## config.mk

```make
export PLATFORM = sky130hd
export DESIGN_NAME = hcsr04_responder
export DESIGN_NICKNAME = d
export VERILOG_FILES = /design/src/rtl/hcsr04_pkg.sv /design/src/rtl/hcsr04_responder_trig_sync.sv /design/src/rtl/hcsr04_responder.sv
export SDC_FILE = /design/constraint.sdc
export NUM_CORES = 1
export LEC_CHECK = 0
export CORE_ASPECT_RATIO = 0.9
export CORE_MARGIN = 2
export CORE_UTILIZATION = 65
export DETAILED_ROUTE_END_ITERATION = 6
export HOLD_SLACK_MARGIN = 0.03
export PLACE_DENSITY = 0.84
export SLEW_MARGIN = 20
export SYNTH_ARGS = -nofsm -noshare
export SYNTH_HDL_FRONTEND = slang
export SYNTH_SLANG_ARGS = --single-unit
```

## constraint.sdc

```tcl
create_clock -name clk -period 6.2 [get_ports clk]
set_clock_uncertainty 0.1 [all_clocks]
set_input_delay 1.24 -clock clk [delete_from_list [all_inputs] [get_ports clk]]
set_output_delay 1.24 -clock clk [all_outputs]
set_load 0.01 [all_outputs]
```

## src/rtl/hcsr04_pkg.sv

```systemverilog
// hcsr04_pkg: shared types, default timing and helpers for the HC-SR04 responder and distance front end.
package hcsr04_pkg;

    localparam int CNT_W = 24;

    localparam int unsigned CLK_HZ_DEF      = 40_000_000;
    localparam int unsigned MIN_TRIG_US_DEF = 10;
    localparam int unsigned BURST_US_DEF    = 200;
    localparam int unsigned MAX_ECHO_US_DEF = 38_000;
    localparam int unsigned HOLDOFF_US_DEF  = 2_000;

    typedef enum logic [2:0] {
        IDLE    = 3'd0,
        TRIG_HI = 3'd1,
        BURST   = 3'd2,
        ECHO    = 3'd3,
        HOLDOFF = 3'd4
    } state_t;

    function automatic logic [CNT_W-1:0] us_to_cycles(input int unsigned us, input int unsigned cpu);
        return CNT_W'(us * cpu);
    endfunction

endpackage

```

## src/rtl/hcsr04_responder_trig_sync.sv

```systemverilog
// hcsr04_responder_trig_sync: 2-flop trig synchronizer with one-cycle rise/fall strobes.
module hcsr04_responder_trig_sync (
    input  logic clk,
    input  logic reset,
    input  logic trig,
    output logic trig_s,
    output logic rise,
    output logic fall
);

    // [0] first stage, [1] synchronized trig, [2] trig_s delayed one cycle; all reset high
    // so a trig held across reset never looks like a fresh rising edge.
    logic [2:0] sync_q, sync_d;

    always_comb begin
        sync_d = {sync_q[1:0], trig};
    end

    always_ff @(posedge clk) begin
        if (reset) sync_q <= '1;
        else       sync_q <= sync_d;
    end

    assign trig_s = sync_q[1];
    assign rise   = sync_q[1] & ~sync_q[2];
    assign fall   = ~sync_q[1] & sync_q[2];

endmodule

```

## src/rtl/hcsr04_responder.sv

```systemverilog
// hcsr04_responder: emulates an HC-SR04 sensor, answering a trig pulse with an echo whose width encodes echo_len_us.
module hcsr04_responder
    import hcsr04_pkg::*;
#(
    parameter int unsigned CLK_HZ        = CLK_HZ_DEF,
    parameter int unsigned CYCLES_PER_US = CLK_HZ / 1_000_000,
    parameter int unsigned MIN_TRIG_US   = MIN_TRIG_US_DEF,
    parameter int unsigned BURST_US      = BURST_US_DEF,
    parameter int unsigned MAX_ECHO_US   = MAX_ECHO_US_DEF,
    parameter int unsigned HOLDOFF_US    = HOLDOFF_US_DEF
) (
    input  logic        clk,
    input  logic        reset,
    input  logic        trig,
    input  logic [15:0] echo_len_us,
    output logic        echo,
    output logic        busy,
    output logic        short_trig,
    output logic        ignored
);

    localparam logic [CNT_W-1:0] MIN_CYC   = us_to_cycles(MIN_TRIG_US, CYCLES_PER_US);
    localparam logic [CNT_W-1:0] BURST_CYC = us_to_cycles(BURST_US, CYCLES_PER_US);
    localparam logic [CNT_W-1:0] HOLD_END  = us_to_cycles(HOLDOFF_US, CYCLES_PER_US) - CNT_W'(1);
    localparam logic [15:0]      MAX_LEN   = 16'(MAX_ECHO_US);

    state_t           state_q, state_d;
    logic [CNT_W-1:0] cnt_q, cnt_d;
    logic [15:0]      len_q, len_d;
    logic             echo_q, echo_d;
    logic             short_q, short_d;
    logic             ign_q, ign_d;
    logic             trig_s, trig_rise, trig_fall;
    logic [CNT_W-1:0] echo_cyc;
    logic [15:0]      len_sel;

    hcsr04_responder_trig_sync u_sync (
        .clk    (clk),
        .reset  (reset),
        .trig   (trig),
        .trig_s (trig_s),
        .rise   (trig_rise),
        .fall   (trig_fall)
    );

    always_comb begin
        state_d  = state_q;
        cnt_d    = cnt_q;
        len_d    = len_q;
        echo_d   = echo_q;
        short_d  = 1'b0;
        ign_d    = 1'b0;
        echo_cyc = us_to_cycles(32'(len_q), CYCLES_PER_US);
        len_sel  = (echo_len_us == 16'd0 || echo_len_us > MAX_LEN) ? MAX_LEN : echo_len_us;
        case (state_q)
            IDLE: begin
                if (trig_rise) begin
                    state_d = TRIG_HI;
                    cnt_d   = CNT_W'(1);
                end
            end
            TRIG_HI: begin
                if (trig_fall) begin
                    state_d = (cnt_q >= MIN_CYC) ? BURST : IDLE;
                    short_d = cnt_q < MIN_CYC;
                    cnt_d   = '0;
                    len_d   = (cnt_q >= MIN_CYC) ? len_sel : len_q;
                end else if (trig_s && cnt_q != '1) begin
                    cnt_d = cnt_q + 1'b1;
                end
            end
            // BURST lasts BURST_CYC+1 cycles so echo rises 3+BURST_CYC edges after trig is first sampled low.
            BURST: begin
                ign_d   = trig_rise;
                state_d = (cnt_q == BURST_CYC) ? ECHO : BURST;
                echo_d  = cnt_q == BURST_CYC;
                cnt_d   = (cnt_q == BURST_CYC) ? '0 : cnt_q + 1'b1;
            end
            ECHO: begin
                ign_d   = trig_rise;
                state_d = (cnt_q == echo_cyc - 1'b1) ? HOLDOFF : ECHO;
                echo_d  = cnt_q != echo_cyc - 1'b1;
                cnt_d   = (cnt_q == echo_cyc - 1'b1) ? '0 : cnt_q + 1'b1;
            end
            HOLDOFF: begin
                ign_d   = trig_rise;
                state_d = (cnt_q == HOLD_END) ? IDLE : HOLDOFF;
                cnt_d   = (cnt_q == HOLD_END) ? '0 : cnt_q + 1'b1;
            end
            default: begin
                state_d = IDLE;
                cnt_d   = '0;
                echo_d  = 1'b0;
            end
        endcase
    end

    always_ff @(posedge clk) begin
        if (reset) begin
            state_q <= IDLE;
            cnt_q   <= '0;
            len_q   <= '0;
            echo_q  <= 1'b0;
            short_q <= 1'b0;
            ign_q   <= 1'b0;
        end else begin
            state_q <= state_d;
            cnt_q   <= cnt_d;
            len_q   <= len_d;
            echo_q  <= echo_d;
            short_q <= short_d;
            ign_q   <= ign_d;
        end
    end

    assign echo       = echo_q;
    assign busy       = state_q inside {BURST, ECHO, HOLDOFF};
    assign short_trig = short_q;
    assign ignored    = ign_q;

endmodule

```

; ---- Word-level counts from Yosys, hierarchy flattened
; Index checks and enable logic that the tools add are counted.
[word_totals]
reg_bits = 49
inputBits = 19
out_inout_bits = 4
wordCells = 60
[classes]
addsub = 2
n_mul = 1
n_lt_le_gt_ge = 3
eq_ne = 12
n_mux = 16
bitwise_logic = 7
n_reduce_logical = 12
[ops]
columns = cell, n
row1 = 2-to-1 mux 24 bit, 6
row2 = case mux 24 bit (5 select lines), 1
row3 = "adder 24 x 1 -> 24 bit, second input constant", 1
row4 = "== test 24 x 13 -> 1 bit, second input constant", 1
row5 = "== test 24 x 17 -> 1 bit, second input constant", 1
row6 = == test 24 bit, 1
row7 = ">= comparator 24 x 9 -> 1 bit, second input constant", 1
row8 = "< comparator 24 x 9 -> 1 bit, second input constant", 1
row9 = inequality test 24 bit, 1
row10 = "inequality test 24 bit, second input constant", 1
row11 = "subtractor 22 x 1 -> 23 bit, second input constant", 1
row12 = "multiplier 16 x 3 -> 19 bit, second input constant", 1
row13 = "greater-than comparator 16 bit, second input constant", 1
row14 = zero test 16 bit, 1
row15 = 2-to-1 mux 16 bit, 1
row16 = case mux 3 bit (5 select lines), 1
row17 = 2-to-1 mux 3 bit, 4
row18 = OR reduction 3 bit, 3
row19 = "== test 3 x 2 -> 1 bit, second input constant", 2
row20 = inverter 1 bit, 5
row21 = "inequality test 2 bit, second input constant", 2
row22 = AND reduction 2 bit, 2
row23 = "== test 3 x 1 -> 1 bit, second input constant", 1
row24 = "== test 3 bit, second input constant", 1
row25 = 11 further kinds, 12

; ---- Logic depth before layout (Yosys ltp)
[depth]
depth_word = 5
mapped_depth = 17
ltp_nobuf = 15

; ---- By module
; From an unflattened synthesis, not the netlist that was laid out.
[hier_totals]
cells_unflattened = 536
hier_area_um2 = 4162.7
[modules_own_cells]
columns = module, instances, cells_per_inst, area_each_um2, seq_area_each_um2
row1 = hcsr04_responder, 1, 528, 4070.2, 920.9
row2 = hcsr04_responder_trig_sync, 1, 8, 92.6, 60.1

; ---- Worst setup path before layout
; OpenSTA, ideal clock, no wires.
[synth_path]
path_kind = reg2reg
from = reg len_q[1]
to = reg cnt_q[23]
setup_time_ps = 120
arrival_time_ps = 4017
t_required_ps = 5980
path_slack_ps = 1963
stages_incl_launch_ff = 17
path_buffers = 2
synth_period_minus_slack_ps = 4237
cell_sequence = dfxtp_1 > ha_1 > ha_1 > inv_1 > fa_1 > nor2b_1 > nand3_2 > xnor3_1 > a32o_2 > or3b_1 > or4b_1 > nor4_1 > and4b_1 > buf_6 > buf_8 > nor3_1 > a211o_1
[synth_between]
elab_chain_cells = 5
[synth_lines]
columns = element, line_no
row1 = from (decl), hcsr04_responder.sv:29  ; logic [15:0] len_q, len_d;
row2 = from (signal assigned), hcsr04_responder.sv:109  ; len_q <= len_d;
row3 = multiplier 16 x 3 -> 19 bit, hcsr04_pkg.sv:21  ; return CNT_W'(us * cpu);
row4 = subtractor 22 x 1 -> 23 bit, hcsr04_responder.sv:83  ; cnt_d = (cnt_q == echo_cyc - 1'b1) ? '0 : cnt_q + 1'b1;
row5 = == test 24 bit, hcsr04_responder.sv:83
row6 = 2-to-1 mux 24 bit, hcsr04_responder.sv:83
row7 = case mux 24 bit (5 select lines), hcsr04_responder.sv:55  ; case (state_q)
row8 = to (signal assigned), hcsr04_responder.sv:108  ; cnt_q <= cnt_d;
row9 = to (decl), hcsr04_responder.sv:28  ; logic [CNT_W-1:0] cnt_q, cnt_d;
; Every way passes these cells.
; A chain may end at the register's enable or synchronous reset.

; ---- Final worst setup path
[layout_path]
from = reg len_q[3]
to = reg cnt_q[1]
; Same word-level chain as after synthesis.

==> flow_summary.json <==
{
  "path_cells": "ha_1 -> ha_1 -> inv_1 -> fa_1 -> nor2b_4 -> o2111a_2 -> o31a_1 -> nor4b_1 -> a211o_1 -> nor4b_1 -> xnor2_1 -> a211o_1 -> nor4b_2 -> a2bb2oi_1 -> nor2_1",
  "fin_tns_setup_ps": 0,
  "period_needed_ps": 5010,
  "vdd_drop_max_mv": 0.113,
  "post-route-period-util_pct": 80.8,
  "crit_type": "reg -> reg",
  "synth_top_family_by_area": "simple AND/OR/NAND/NOR gates",
  "final_common_cell": "nor2_1",
  "status": "completed",
  "synth_xor_area_share_pct": 6.11,
  "cts_hold_buf": 0,
  "cts_tree": "yes",
  "slowest_delay_ps": 960,
  "startpoint_type": "register",
  "synthCells": 618,
  "grt_busiest_layer": "met2",
  "slew_violations": 0,
  "vias_per_cell": 6.95,
  "syn_area_per_cell_um2": 7.78,
  "fill_cells": 599,
  "critPathCaptureType": "register",
  "io_buffer_count": 22,
  "r2r_slack_ps": 1190,
  "antenna_found_initial": 0,
  "arrival_ps": 5080,
  "min_from": "u_sync.sync_q[0]",
  "hpwl_mm": 9.32,
  "cts_buffer_depth": 2,
  "synth_nets": 669,
  "reg2reg_from": "len_q[3]",
  "use_met3_pct": 4.31,
  "via_count": 4810,
  "yosys.area_share.simple_pct": 31.8,
  "drive_gt1_share_pct": 6.51,
  "ctsRootBufferMaster": "clkbuf_8",
  "slew_headroom_pct": 23.9,
  "synth_edf_count": 0,
  "numCtsBuffers": 5,
  "drv_cap": 0,
  "async_reset_ff_share_pct": 0,
  "route.detailed.drc": 0,
  "hp-class": "reg -> reg",
  "finalWirelength_mm": 12.5,
  "postCtsSetupBuffers": 0,
  "core_area_mm2": 0.00711,
  "synth_cell_types": 85,
  "rows": 29,
  "cts_resized": 0,
  "first_global_vias": 4224,
  "synth-seq-cells": 49,
  "place_congestion": 0.911,
  "grt_max_degree": 60,
  "drt_first_pass_iters": 5,
  "grt_pass1_wl_mm": 20.2,
  "tightest_slew_ps": 1140,
  "met2_usage_pct": 48.0,
  "grt-ovfl-total": 0,
  "initial_utilization_pct": 67.6,
  "ys_warn_count": 0,
  "antenna_left": 0,
  "clock_latency_ps": 310,
  "dieWidth_um": 94.7,
  "synthFlopType": "dfxtp_1",
  "finalSetupViolations": 0,
  "htreeDepth": 2,
  "min_path_cells": 1,
  "fp.dieArea_mm2": 0.00810,
  "synthMuxAreaShare_pct": 0.416,
  "worst_path_max_delay_cell": "nor4b_2",
  "cts_sinks": 49,
  "syn_to_final_growth_pct": 4.42,
  "ios": 23,
  "seq_area_frac_synth_pct": 20.4,
  "drtIter0Drc": 438,
  "mostFrequentLayoutCells": "nor2_1, dfxtp_1, nand2_1",
  "synth_compound_area_share_pct": 25.5,
  "worstPathRequired_ps": 6270,
  "startpoint": "len_q[3]",
  "grt_usage_pct": 30.6,
  "dieHeight_um": 85.6,
  "rsz0062_at_grt": "false",
  "grt_use_met1_pct": 45.1,
  "diodes": 0,
  "hold_viol": 0,
  "wl_per_cell_um": 18.1,
  "max_freq_mhz": 200,
  "total_leakage_power_uw": 0.00210,
  "synth_area_mm2": 0.00481,
  "fin_ws_ps": 1190,
  "pre_cts_slack_ps": 1290,
  "synth_adder_area_share_pct": 8.48,
  "crit_path_max_fanout": 11,
  "path_clk_slew_ps": 100,
  "power.density_mw_per_mm2": 119,
  "rr_worst_depth": 15,
  "final_nets": 650
}
layer usage:
layer	up-vias	share of wire (%)
met3	18	10
met1	2243	45
met4	0	0.83
li1	2295	-
met2	254	44
met5	-	0
cell usage after synthesis (5+ instances only):
cell / instances / share of area, %
xor2_1: 7 / 1.3
o211ai_1: 5 / 0.78
and3_1: 14 / 1.8
or4_1: 6 / 0.94
buf_2: 6 / 0.62
nor2b_1: 13 / 1.7
or2_2: 9 / 1.2
or3_1: 7 / 0.91
nor4_1: 11 / 1.4
a31oi_1: 8 / 1.0
a21oi_1: 30 / 3.1
clkbuf_1: 35 / 2.7
a21o_1: 15 / 2.3
nor2_1: 55 / 4.3
and2_1: 7 / 0.91
o21ai_0: 17 / 1.8
a211oi_1: 9 / 1.4
nor3_1: 28 / 2.9
ha_1: 31 / 8.1
inv_1: 29 / 2.3
xnor2_1: 17 / 3.1
o32ai_1: 10 / 1.8
a211o_1: 5 / 0.91
a22oi_1: 12 / 1.9
a22o_1: 10 / 1.8
nand3_1: 20 / 2.1
nand4_1: 17 / 2.2
dfxtp_1: 49 / 20
nand4b_1: 6 / 1.1
nand2_1: 33 / 2.6
worst max-delay path, delay by kind of cell (launching register included):
kind            cells  cell delay [ps]
compound gates      5             1510
xor+xnor            1              180
fa+ha+maj           3              970
buf+inv             1               70
flops               1              340
simple gates        5             1690
state kept, by name (all words and copies together) (netlist names):
| signal | count |
|---|---|
| cnt_q | 24 |
| len_q | 16 |
| state_q | 3 |
| u_sync.sync_q | 3 |
| echo | 1 |
| ignored | 1 |
| short_trig | 1 |
kinds of logic after synthesis:
group,count (synthesis)
flops,49
simple gates,264
buf+inv,79
mux,2
compound gates,164
fa+ha+maj,32
xor+xnor,28
path summary, 6_finish.rpt:
kind,endpoint
setup / recovery,cnt_q[1]
hold / removal,u_sync.sync_q[1]
setup reg to reg,cnt_q[1]
hold reg to reg,u_sync.sync_q[1]
report_power, final:
part / internal [uW] / switching [uW] / leakage, uW
logic: 18.5 / 23.4 / 0.00165
registers: 316 / 1.83 / 0.000395
clock network: 120 / 117 / 0.0000546
total: 454 / 142 / 0.00210
stage by stage:
stage	utilization [%]	area, um^2	power (uW)	hold WS, ps	cells
floorplan	-	4810	346	289	618
global placement	69.1	4910	365	291	685
detailed placement	69.1	4910	366	324	685
CTS	70.6	5020	595	347	692
global route	70.6	5020	610	352	692
finish	70.6	5020	596	354	692
cell type report:
class                      count  area, um^2  area share [%]
inverter                      29         109            2.17
tap                           93         116            2.32
sequential                    49         981            19.5
multi-input combinational    490        3480            69.3
clock inverter                 2        38.8           0.772
timing repair buffer          24         230            4.58
clock buffer                   5        68.8            1.37
Power figures use the tool's default switching activity.
